### src/rtl/right_map_index_fetch_if.sv
// Scan-position, map-ROM and room-slide signals shared between the index fetch stage
// and its surroundings (scan generator, map ROM, room controller, palette stage).
interface right_map_index_fetch_if #(
    parameter int ADDR_W = 18
);
    logic [9:0]        DrawX;
    logic [9:0]        DrawY;
    logic              blank_n;
    logic              frame_start;
    logic              room_req;
    logic              room_dir;
    logic              room_ack;
    logic [ADDR_W-1:0] rom_addr;
    logic [4:0]        rom_q;
    logic [4:0]        idx_out;
    logic              idx_valid;
    logic              sliding;
    logic              slide_done;

    // The fetch stage itself.
    modport slave (
        input  DrawX, DrawY, blank_n, frame_start, room_req, room_dir, rom_q,
        output room_ack, rom_addr, idx_out, idx_valid, sliding, slide_done
    );

    // Everything around it: scan timing, ROM, room controller, palette consumer.
    modport master (
        output DrawX, DrawY, blank_n, frame_start, room_req, room_dir, rom_q,
        input  room_ack, rom_addr, idx_out, idx_valid, sliding, slide_done
    );
endinterface

### src/rtl/right_map_index_fetch.sv
// Turns the scan position into a map ROM address, returns the blank-masked colour index
// four cycles later, and owns the horizontal room-slide offset.
module right_map_index_fetch #(
    parameter int MAP_W    = 320,
    parameter int MAP_H    = 240,
    parameter int WORLD_W  = 640,
    parameter int SCALE_SH = 1,
    parameter int ROM_LAT  = 2,
    parameter int STEP     = 8,
    parameter int BG_IDX   = 15,
    parameter int ADDR_W   = 18
) (
    input  logic                  Clk,
    input  logic                  Reset,
    right_map_index_fetch_if.slave bus
);

    localparam int XW = $clog2(MAP_W + 1);

    if (WORLD_W != 2 * MAP_W || ADDR_W < $clog2(WORLD_W * MAP_H) || ROM_LAT < 1) begin : g_bad_params
        $error("right_map_index_fetch: inconsistent geometry parameters");
    end

    typedef enum logic [1:0] {
        IDLE,
        SLIDE_R,
        SLIDE_L,
        DONE
    } state_t;

    state_t            state;
    logic [XW-1:0]     x_off;
    logic [XW-1:0]     x_right;
    logic [XW-1:0]     x_left;
    logic [XW:0]       x_up;
    logic [ADDR_W-1:0] addr_next;
    logic [ROM_LAT:0]  blank_dly;

    // NOTE: every variable assigned in always_comb gets a value on every path,
    // otherwise synthesis infers a latch to hold the old value.
    always_comb begin
        addr_next = ADDR_W'(bus.DrawY >> SCALE_SH) * ADDR_W'(WORLD_W)
                  + ADDR_W'(bus.DrawX >> SCALE_SH) + ADDR_W'(x_off);
        x_up      = {1'b0, x_off} + (XW+1)'(STEP);
        x_right   = (x_up >= (XW+1)'(MAP_W)) ? XW'(MAP_W) : x_up[XW-1:0];
        x_left    = (x_off <= XW'(STEP)) ? '0 : x_off - XW'(STEP);
    end

    // NOTE: sequential state uses non-blocking assignments so every register
    // samples its inputs from the same edge, independent of statement order.
    // NOTE: the blank delay line is a handful of flops, not a RAM, so it is
    // cleared on reset to keep idx_valid low until real pixels arrive.
    always_ff @(posedge Clk) begin
        if (Reset) begin
            bus.rom_addr  <= '0;
            blank_dly     <= '0;
            bus.idx_out   <= 5'(BG_IDX);
            bus.idx_valid <= 1'b0;
        end else begin
            bus.rom_addr  <= addr_next;
            blank_dly     <= {blank_dly[ROM_LAT-1:0], bus.blank_n};
            bus.idx_out   <= blank_dly[ROM_LAT] ? bus.rom_q : 5'(BG_IDX);
            bus.idx_valid <= blank_dly[ROM_LAT];
        end
    end

    // Offset only moves on frame_start, so a visible frame always uses one x_off.
    always_ff @(posedge Clk) begin
        if (Reset) begin
            state          <= IDLE;
            x_off          <= '0;
            bus.room_ack   <= 1'b0;
            bus.sliding    <= 1'b0;
            bus.slide_done <= 1'b0;
        end else begin
            bus.room_ack   <= 1'b0;
            bus.slide_done <= 1'b0;
            unique case (state)
                IDLE: begin
                    if (bus.room_req && bus.room_dir && x_off == '0) begin
                        bus.room_ack <= 1'b1;
                        bus.sliding  <= 1'b1;
                        state        <= SLIDE_R;
                    end else if (bus.room_req && !bus.room_dir && x_off == XW'(MAP_W)) begin
                        bus.room_ack <= 1'b1;
                        bus.sliding  <= 1'b1;
                        state        <= SLIDE_L;
                    end
                end
                SLIDE_R: begin
                    if (bus.frame_start) begin
                        x_off <= x_right;
                        if (x_right == XW'(MAP_W)) begin
                            bus.sliding    <= 1'b0;
                            bus.slide_done <= 1'b1;
                            state          <= DONE;
                        end
                    end
                end
                SLIDE_L: begin
                    if (bus.frame_start) begin
                        x_off <= x_left;
                        if (x_left == '0) begin
                            bus.sliding    <= 1'b0;
                            bus.slide_done <= 1'b1;
                            state          <= DONE;
                        end
                    end
                end
                DONE: state <= IDLE;
                default: state <= IDLE;
            endcase
        end
    end

endmodule
### src/flat_wrapper.sv
// flat-port wrapper written by rule: the top's interface ports become plain ports
module right_map_index_fetch_flat 
#(
    parameter int MAP_W    = 320,
    parameter int MAP_H    = 240,
    parameter int WORLD_W  = 640,
    parameter int SCALE_SH = 1,
    parameter int ROM_LAT  = 2,
    parameter int STEP     = 8,
    parameter int BG_IDX   = 15,
    parameter int ADDR_W   = 18
)
  (Clk, Reset, bus_DrawX, bus_DrawY, bus_blank_n, bus_frame_start, bus_room_req, bus_room_dir, bus_rom_q, bus_room_ack, bus_rom_addr, bus_idx_out, bus_idx_valid, bus_sliding, bus_slide_done);
  right_map_index_fetch_if #(.ADDR_W(ADDR_W)) bus_i ();
  input  logic Clk;
  input  logic Reset;
  input wire logic [$bits(bus_i.DrawX)-1:0] bus_DrawX;
  input wire logic [$bits(bus_i.DrawY)-1:0] bus_DrawY;
  input wire logic [$bits(bus_i.blank_n)-1:0] bus_blank_n;
  input wire logic [$bits(bus_i.frame_start)-1:0] bus_frame_start;
  input wire logic [$bits(bus_i.room_req)-1:0] bus_room_req;
  input wire logic [$bits(bus_i.room_dir)-1:0] bus_room_dir;
  input wire logic [$bits(bus_i.rom_q)-1:0] bus_rom_q;
  output wire logic [$bits(bus_i.room_ack)-1:0] bus_room_ack;
  output wire logic [$bits(bus_i.rom_addr)-1:0] bus_rom_addr;
  output wire logic [$bits(bus_i.idx_out)-1:0] bus_idx_out;
  output wire logic [$bits(bus_i.idx_valid)-1:0] bus_idx_valid;
  output wire logic [$bits(bus_i.sliding)-1:0] bus_sliding;
  output wire logic [$bits(bus_i.slide_done)-1:0] bus_slide_done;
  assign bus_i.DrawX = bus_DrawX;
  assign bus_i.DrawY = bus_DrawY;
  assign bus_i.blank_n = bus_blank_n;
  assign bus_i.frame_start = bus_frame_start;
  assign bus_i.room_req = bus_room_req;
  assign bus_i.room_dir = bus_room_dir;
  assign bus_i.rom_q = bus_rom_q;
  assign bus_room_ack = bus_i.room_ack;
  assign bus_rom_addr = bus_i.rom_addr;
  assign bus_idx_out = bus_i.idx_out;
  assign bus_idx_valid = bus_i.idx_valid;
  assign bus_sliding = bus_i.sliding;
  assign bus_slide_done = bus_i.slide_done;
  right_map_index_fetch #(.MAP_W(MAP_W), .MAP_H(MAP_H), .WORLD_W(WORLD_W), .SCALE_SH(SCALE_SH), .ROM_LAT(ROM_LAT), .STEP(STEP), .BG_IDX(BG_IDX), .ADDR_W(ADDR_W)) u_core (.Clk(Clk), .Reset(Reset), .bus(bus_i));
endmodule
### config.mk
export PLATFORM = sky130hd
export DESIGN_NAME = right_map_index_fetch_flat
export DESIGN_NICKNAME = d
export VERILOG_FILES = /design/src/rtl/right_map_index_fetch_if.sv /design/src/rtl/right_map_index_fetch.sv /design/src/flat_wrapper.sv
export SDC_FILE = /design/constraint.sdc
export NUM_CORES = 1
export LEC_CHECK = 0
export ABC_AREA = 1
export BUFFER_PORTS_ARGS = -buffer_cell sky130_fd_sc_hd__buf_2
export CORE_MARGIN = 2
export CORE_UTILIZATION = 40
export DETAILED_ROUTE_END_ITERATION = 10
export SYNTH_ARGS = -nofsm -noshare
export SYNTH_HDL_FRONTEND = slang
export SYNTH_SLANG_ARGS = --single-unit
### constraint.sdc
create_clock -name Clk -period 6.42 [get_ports Clk]
set_input_delay 1.284 -clock Clk [delete_from_list [all_inputs] [get_ports Clk]]
set_output_delay 1.284 -clock Clk [all_outputs]
set_load 0.05 [all_outputs]
After elaboration in Yosys (flattened, before gate mapping)
Cells that the tools add are included. W data, S select, Z words.

Add/sub/neg operators: 4. Equality and inequality tests: 10. Order comparisons: 2. Reduce and logical (&&, ||, !) cells: 15. Bitwise logic cells: 2. Muxes and demuxes: 26. Multipliers: 1.

Operators with widths (count): $add A18 B9 Y18 (2); $mux W9 (4); $eq A9 B9 Y1 const B (2); $logic_not A9 Y1 (2); $pmux W9 S2 (1); $mux W1 (12); $mux W2 (6); $mul A9 B3 Y11 const B (1); $add A9 B4 Y10 const B (1); $ge A10 B9 Y1 const B (1); $le A9 B4 Y1 const B (1); $sub A9 B4 Y9 const B (1); $pmux W2 S4 (1); $reduce_and A6 Y1 (1); $reduce_and A5 Y1 (1); $eq A2 B2 Y1 const B (2); $logic_and A1 B1 Y1 (4); $ne A2 B1 Y1 const B (2); $ne A2 B2 Y1 const B (2); $reduce_or A2 Y1 (2); $ne A3 B1 Y1 const B (1); $pmux W1 S3 (1); $reduce_and A3 Y1 (1); $reduce_bool A3 Y1 (1); other kinds (6) (7).

Input bits: 31. Register bits after elaboration: 41.

Logic depth before layout (Yosys ltp)
Gate-level depths: netlist of the first run.

Word-level depth: 7. Mapped depth: 17. Depth with buffers taken out: 16.

Worst setup path before layout of the first run
Ideal clock, no wire load.

Kind: input to register. Start point: in bus_DrawX[2]. End point: reg u_core.bus.rom_addr[17]. Arrival: 3106 ps. Stages on the path: 13. Path buffers: 0. Setup slack: 3199 ps. Cell sequence: ha_1 > ha_1 > fa_1 > nand2_1 > nand2_1 > a21oi_1 > o21ai_0 > nand2_1 > nand2_1 > nand2_1 > inv_1 > a21oi_1 > nor2_1.

Longest elaborated chain between the ends: 2.

Ends and longest elaborated chain: from (decl) (line flat_wrapper.sv:17) `input wire logic [$bits(bus_i.DrawX)-1:0] bus_DrawX;`; $add A18 B9 Y18 (2 in series) (line right_map_index_fetch.sv:43) `+ ADDR_W'(bus.DrawX >> SCALE_SH) + ADDR_W'(x_off);`; to (signal assigned) (line right_map_index_fetch.sv:60) `bus.rom_addr <= addr_next;`; to (decl) (line right_map_index_fetch_if.sv:23) `output room_ack, rom_addr, idx_out, idx_valid, sliding, slide_done`.

Every way passes these cells. A chain may end at the register's enable or synchronous reset.

Worst setup path after layout of the first run
Ends and elaborated chain as after synthesis.

==> flow_summary_export.csv, run 1 <==
group,metric,value,unit
grt,grt_usage,0.155,
logic_synthesis,synth_async_sr_flop_share,0,
clock_network,clk_transition_reported_paths,80,ps
detailed_routing,length_of_the_first_detailed_routing_pass_in_iterations,4,
power_and_ir_drop,design_power_total,1.30,mW
logic_synthesis,muxShareOfSynthArea,0,
timing,timing.final.setup_violations,0,
floorplanning,floorplan.initialDensity,0.419,
setup_path,start_kind,"primary input",
logic_synthesis,synth_edf_count,0,
timing,finalHoldViolCount,0,
power_and_ir_drop,power.net_switching,633,uW
logic_synthesis,post_syn_area,0.00288,sq mm
clock_network,clock_path_buffers,2,
detailed_routing,drc_errors,0,
detailed_routing,detailroute.via_count,2551,
floorplanning,row_count,30,
job,maxCapViolations,0,
floorplanning,floorplan.core_area,0.00687,sq mm
power_and_ir_drop,power.share.sequential,0.277,
detailed_routing,post_drt_wl_per_cell,10.9,um
power_and_ir_drop,p_int,665,uW
placement,dp_hpwl,4.61,mm
clock_network,postCtsResizedCells,0,
grt,grtUsageMet1,0.205,
grt,antenna_violations_before_repair,0,
setup_path,critPathSlowestCell,"fa_1",
finish,final_design_area_no_fill,0.00332,sq mm
finish,antenna_cells,0,
setup_path,startpoint_of_the_worst_slack_reg_to_reg_timing_path,"u_core.x_off[1]",
grt,globalRouteMet3Util,0.0410,
power_and_ir_drop,p_leak,1.68,nW
setup_path,crit_top_cell,"nand2_1",
power_and_ir_drop,power.switching_fraction,0.488,
timing,finClkSkew,10.1,ps
finish,final-instance-count-excl-fill,530,
timing,max_freq,0.299,GHz
logic_synthesis,synth_top_family_by_area,"simple AND/OR/NAND/NOR gates",
power_and_ir_drop,combPwrFrac,0.562,
setup_path,critPathKind,"primary input to flop",
logic_synthesis,post_synth_num_cell_types,45,
clock_network,cts.htree.levels,2,
floorplanning,die-area,0.00789,sq mm
logic_synthesis,synth-compound-area-share,0.154,
floorplanning,ios,58,
timing,totalNegativeSetupSlack,0,ps
timing,grt_setup_unrepaired,"no",
detailed_routing,ant_nets,0,
finish,area_growth_syn_to_layout,15.4,%
logic_synthesis,netlist_top_cells_area,"dfxtp_1, ha_1, nand2_1",
worst_hold_path,worst_hold_stages,2,
worst_hold_path,worstHoldPathType,"flop to flop",
logic_synthesis,synthesis.nets,453,
timing,timing_worst_slew_pin_value,727,ps
power_and_ir_drop,peakVddDrop,183,uV
clock_network,cts.hold.buffers_added,0,
placement,placedCellCount,522,
finish,final_net_count,506,
grt,globalRoute.totalOverflow,0,
timing,drv_slew,0,
clock_network,insertion_delay,300,ps
detailed_routing,viasPerCell,4.81,
logic_synthesis,synthesis.yosys.warnings,0,
logic_synthesis,synth_area_in_adders,0.193,
logic_synthesis,dominant_register_cell_in_the_synthesized_netlist,"dfxtp_1",
setup_path,crit_path_cell_trace,"buf_2, ha_1, ha_1, fa_1, nand2_1, nand2_1, a21oi_1, o21ai_0, nand2_1, nand2_1, nand2_1, inv_1, a21oi_1, nor2_1",
timing,slew-limit-headroom,0.515,
clock_network,cts_buffers,5,
finish,proportion_of_layout_cells_with_a_drive_suffix_above_1,0.217,
grt,grt_start_max_net_pins,26,
logic_synthesis,yosys_register_bits,41,
logic_synthesis,synth_xor_xnor_area_share,0.0239,
finish,multi_input_area,0.00182,sq mm
setup_path,critical_path.reg2reg.endpoint,"u_core.bus.rom_addr[17]",
logic_synthesis,synth_top_area_cell,"dfxtp_1",
logic_synthesis,syn_avg_cell_area,7.58,sq um
logic_synthesis,synth_simple_gate_area_share,0.260,
worst_hold_path,startpoint_of_the_lowest_slack_hold_path,"u_core.blank_dly[0]",
grt,grtUsageMet2,0.252,
detailed_routing,drtIter0Drc,48,
logic_synthesis,synth_top_area_share,0.285,
power_and_ir_drop,p_clk_frac,0.161,
setup_path,ff2ff_setup_slack,3750,ps
placement,placement.cell_area,0.00321,sq mm
timing,hold_ws,404,ps
grt,grt-busiest-layer,"met2",
finish,layout.area.seq,821,sq um
setup_path,slowest_delay,410,ps
worst_hold_path,worstHoldEndpoint,"u_core.blank_dly[1]",
placement,numPortBuffers,55,
setup_path,setup.worst_path.end_class,"flop",
setup_path,cp.required,6620,ps
clock_network,tritoncts,"built",
setup_path,worstPathArrival,3540,ps
clock_network,cell_chosen_for_the_clock_root,"clkbuf_8",
placement,globalplace.congestion,0.833,
timing,portion_of_the_clock_cycle_consumed_by_the_worst_path_in_the_final_layout,0.521,
floorplanning,fp.dieW,88.8,um
setup_path,critical_path.max_fanout,4,
grt,global_route_wire_length_before_repair,9.71,mm
detailed_routing,drt_wl_total,5.80,mm
power_and_ir_drop,power_density,391,mW/mm^2
finish,layout.filler_cells,696,
floorplanning,die_outline_height,88.8,um
grt,first_global_vias,2199,
setup_path,register_to_register_path_depth,13,
clock_network,number_of_setup_buffers_added_after_cts,0,
timing,final_period_minus_worst_setup_slack,3340,ps
logic_synthesis,ys_seq_area_frac,0.285,
run_status,run_status,"complete, no violations",
clock_network,clock_sink_count,41,
logic_synthesis,syn_inst,380,
## registers in the layout, indices dropped and copies added (netlist names)
| register | cells |
|---|---|
| u_core.blank_dly | 3 |
| u_core.bus.idx_out | 5 |
| u_core.bus.idx_valid | 1 |
| u_core.bus.rom_addr | 18 |
| u_core.bus.room_ack | 1 |
| u_core.bus.slide_done | 1 |
| u_core.bus.sliding | 1 |
| u_core.state | 2 |
| u_core.x_off | 9 |
## synthesized netlist by cell type, types with 4 or more instances
cell type,number
inv_1,43
nand3_1,25
nand2_1,72
nor2_1,31
dfxtp_1,41
a21oi_1,29
nand4_1,5
or2_2,7
nor2_2,5
ha_1,38
a31oi_1,7
o21ai_0,20
fa_1,4
xor2_1,4
## worst max path at each step
stage | from | end | cells past startpoint
floorplan | bus_DrawX[2] | u_core.bus.rom_addr[17] | 13
global placement | bus_DrawX[2] | u_core.bus.rom_addr[17] | 14
detailed placement | bus_DrawX[2] | u_core.bus.rom_addr[17] | 14
CTS | bus_DrawX[2] | u_core.bus.rom_addr[17] | 14
global route | bus_DrawX[2] | u_core.bus.rom_addr[17] | 15
finish | bus_DrawX[2] | u_core.bus.rom_addr[17] | 14
## cells by family after synthesis
| family | Yosys count |
|---|---|
| AOI/OAI and AO/OA | 73 |
| buffers and inverters | 56 |
| DFF | 41 |
| xor gates and xnor gates | 7 |
| and+or+nand+nor | 161 |
| adders and majority gates | 42 |
## stage by stage
step	util	worst slack (ps)
CTS	0.484	3120
floorplan	-	3200
finish	0.484	3080
detailed placement	0.467	2810
global placement	0.467	2810
global route	0.484	2920
## worst max-delay path: cells and delay by family
kind            cells  cell delay [ps]
compound gates      3              580
fa+ha+maj           3              950
buf+inv             2              160
simple gates        6              560
## cell usage in the layout (no fill, tap or decap), types with 2 or more instances in the layout
master    instances
xnor2_1           2
clkbuf_8          5
dfxtp_1          41
nor3_1            2
o211ai_1          2
nand3_1          25
o21a_1            3
xor2_1            4
a21oi_1          29
nand2_2           3
inv_1            43
inv_2             2
a31oi_1           7
clkinv_1          2
buf_2            55
nand3_2           3
o21ai_0          20
nand4_1           5
nand2_1          72
nor2_2            5
nor2_1           31
ha_1             38
or2_2             7
o21ai_2           3
fa_1              4
## area by class of cell
type,count,share of cell area
Inverter,47,0.0531
Multi-Input combinational cell,283,0.547
Timing Repair Buffer,55,0.0829
Clock inverter,3,0.0132
Tap cell,96,0.0362
Sequential cell,41,0.247
Clock buffer,5,0.0207
## metal layers
layer  vias to the layer above  routed length, um  part of all wire
li1                       1371                  -                 -
met3                         6                285             0.049
met1                      1128               2890              0.50
met2                        46               2570              0.44
met4                         0                 55            0.0095
met5                         -                  0                 0
## power by group through the flow
stage	clock, mW	sequential, mW	combinational [mW]
after floorplan	0	0.472	0.506
after global placement	0	0.366	0.723
after detailed placement	0	0.367	0.733
after CTS	0.216	0.361	0.736
after global routing	0.227	0.371	0.829
final	0.209	0.360	0.729
Note: power is estimated with default switching activity, not from simulation.
==> inputs of run 2 (changes only) <==
Clock period 6.42 ns to 3.49 ns, I/O delays scaled along.
==> flow_summary_export.csv, run 2 (synthesis gave the netlist of run 1 again) <==
group,metric,value,unit
run_status,run_status,"complete, no violations",
floorplanning,floorplan.core_area,0.00687,sq mm
grt,grt_start_max_net_pins,15,
clock_network,insertion_delay,300,ps
detailed_routing,drtIter0Drc,79,
grt,globalRoute.totalOverflow,0,
grt,first_global_vias,2269,
finish,antenna_cells,0,
job,maxCapViolations,0,
detailed_routing,ant_nets,0,
clock_network,number_of_setup_buffers_added_after_cts,0,
clock_network,postCtsResizedCells,0,
timing,hold_ws,407,ps
setup_path,buffering_stage_count_on_the_worst_path_with_inverters_included,2,
timing,portion_of_the_clock_cycle_consumed_by_the_worst_path_in_the_final_layout,0.794,
power_and_ir_drop,power_density,735,mW/mm^2
timing,timing.final.setup_violations,0,
power_and_ir_drop,peakVddDrop,328,uV
floorplanning,row_count,30,
finish,proportion_of_layout_cells_with_a_drive_suffix_above_1,0.218,
setup_path,critPathSlowestCell,"fa_1",
placement,globalplace.congestion,0.858,
placement,dp_hpwl,4.66,mm
timing,finalHoldViolCount,0,
finish,multi_input_area,0.00182,sq mm
setup_path,slowest_delay,410,ps
floorplanning,ios,58,
detailed_routing,viasPerCell,4.76,
finish,final_net_count,507,
placement,numPortBuffers,55,
finish,max_reg_flops,18,
clock_network,clock_path_buffers,2,
finish,area_growth_syn_to_layout,16.4,%
worst_hold_path,worstHoldPathType,"flop to flop",
clock_network,cts_buffers,5,
timing,max_freq,0.361,GHz
detailed_routing,post_drt_wl_per_cell,11.1,um
finish,regMostFlops,"u_core.bus.rom_addr",
setup_path,critPathKind,"primary input to flop",
setup_path,setup.worst_path.end_class,"flop",
setup_path,crit_top_cell,"nand2_1",
finish,most_frequent_cells_in_the_layout,"nand2_1, buf_2, inv_1, dfxtp_1, ha_1",
detailed_routing,detailroute.via_count,2525,
floorplanning,floorplan.initialDensity,0.419,
clock_network,clock_sink_count,41,
detailed_routing,drt_wl_total,5.91,mm
setup_path,cp.required,3690,ps
timing,slew-limit-headroom,0.636,
floorplanning,fp.dieW,88.8,um
finish,layout.area.seq,821,sq um
finish,layout_commonest_cell,"nand2_1",
grt,global_route_wire_length_before_repair,9.92,mm
floorplanning,die-area,0.00789,sq mm
detailed_routing,length_of_the_first_detailed_routing_pass_in_iterations,4,
setup_path,crit_path_cell_trace,"buf_2, ha_1, ha_1, fa_1, nand2_1, nand2_1, a21oi_1, o21ai_0, nand2_1, nand2_1, nand2_1, inv_1, a21oi_1, nor2_1",
setup_path,start_kind,"primary input",
timing,drv_slew,0,
clock_network,clk_transition_reported_paths,80,ps
clock_network,cts.hold.buffers_added,0,
timing,totalNegativeSetupSlack,0,ps
timing,timing_worst_slew_pin_value,541,ps
finish,layout.filler_cells,698,
grt,grt_usage,0.158,
clock_network,cts.htree.levels,2,
timing,final_period_minus_worst_setup_slack,2770,ps
grt,antenna_violations_before_repair,0,
power_and_ir_drop,p_leak,1.69,nW
setup_path,worstPathArrival,2970,ps
timing,finClkSkew,6.11,ps
timing,grt_setup_unrepaired,"no",
setup_path,critical_path.top_delay_family,"adder cells",
finish,reg_top3,"u_core.bus.rom_addr: 18 flops, u_core.x_off: 9 flops, u_core.bus.idx_out: 5 flops",
detailed_routing,drc_errors,0,
clock_network,cell_chosen_for_the_clock_root,"clkbuf_8",
floorplanning,die_outline_height,88.8,um
setup_path,critical_path.max_fanout,4,
clock_network,tritoncts,"built",
-- run 2: worst reg2reg max path, cell delays in order (launching register included) --
cell and delay [ps]:
dfxtp_1 430, ha_1 270, ha_1 260, fa_1 410
nand2_1 90, nand2_1 60, a21oi_1 260, o21ai_0 180
nand2_1 130, nand2_1 130, nand2_1 130, inv_1 60
a21oi_1 140, nor2_1 60
-- run 2: worst paths after layout --
path / from / end / slack, ps / depth (start not counted)
worst min register to register: u_core.blank_dly[0] / u_core.blank_dly[1] / 410 / 2
worst min-delay path: u_core.blank_dly[0] / u_core.blank_dly[1] / 410 / 2
worst max register to register: u_core.x_off[1] / u_core.bus.rom_addr[17] / 800 / 13
worst max-delay path: bus_DrawX[2] / u_core.bus.rom_addr[17] / 720 / 14
-- run 2: layer usage --
metal | GRT usage | wire length [um]
met1 | 0.210 | 2970
met2 | 0.261 | 2650
met3 | 0.0289 | 224
met4 | 0.0482 | 62
met5 | 0 | 0
-- run 2: cell type report --
class,count,area share
Tap cell,96,0.0358
Multi-Input combinational cell,283,0.542
Inverter,47,0.0527
Clock inverter,3,0.0194
Clock buffer,5,0.0205
Timing Repair Buffer,56,0.0844
Sequential cell,41,0.245
-- run 2: through the flow --
step	area [sq um]	utilization	std cells	worst slack [ps]	total power, mW
floorplan	2880	-	380	855	1.80
global placement	3220	0.468	523	484	2.00
detailed placement	3220	0.468	523	462	2.02
CTS	3350	0.488	531	770	2.48
global route	3350	0.488	531	495	2.70
finish	3350	0.488	531	721	2.46
-- run 2: report_power, final --
| group | switching (mW) | internal (mW) | total, mW |
|---|---|---|---|
| Combinational | 0.908 | 0.438 | 1.35 |
| Sequential | 0.0897 | 0.573 | 0.663 |
| Clock | 0.168 | 0.284 | 0.452 |
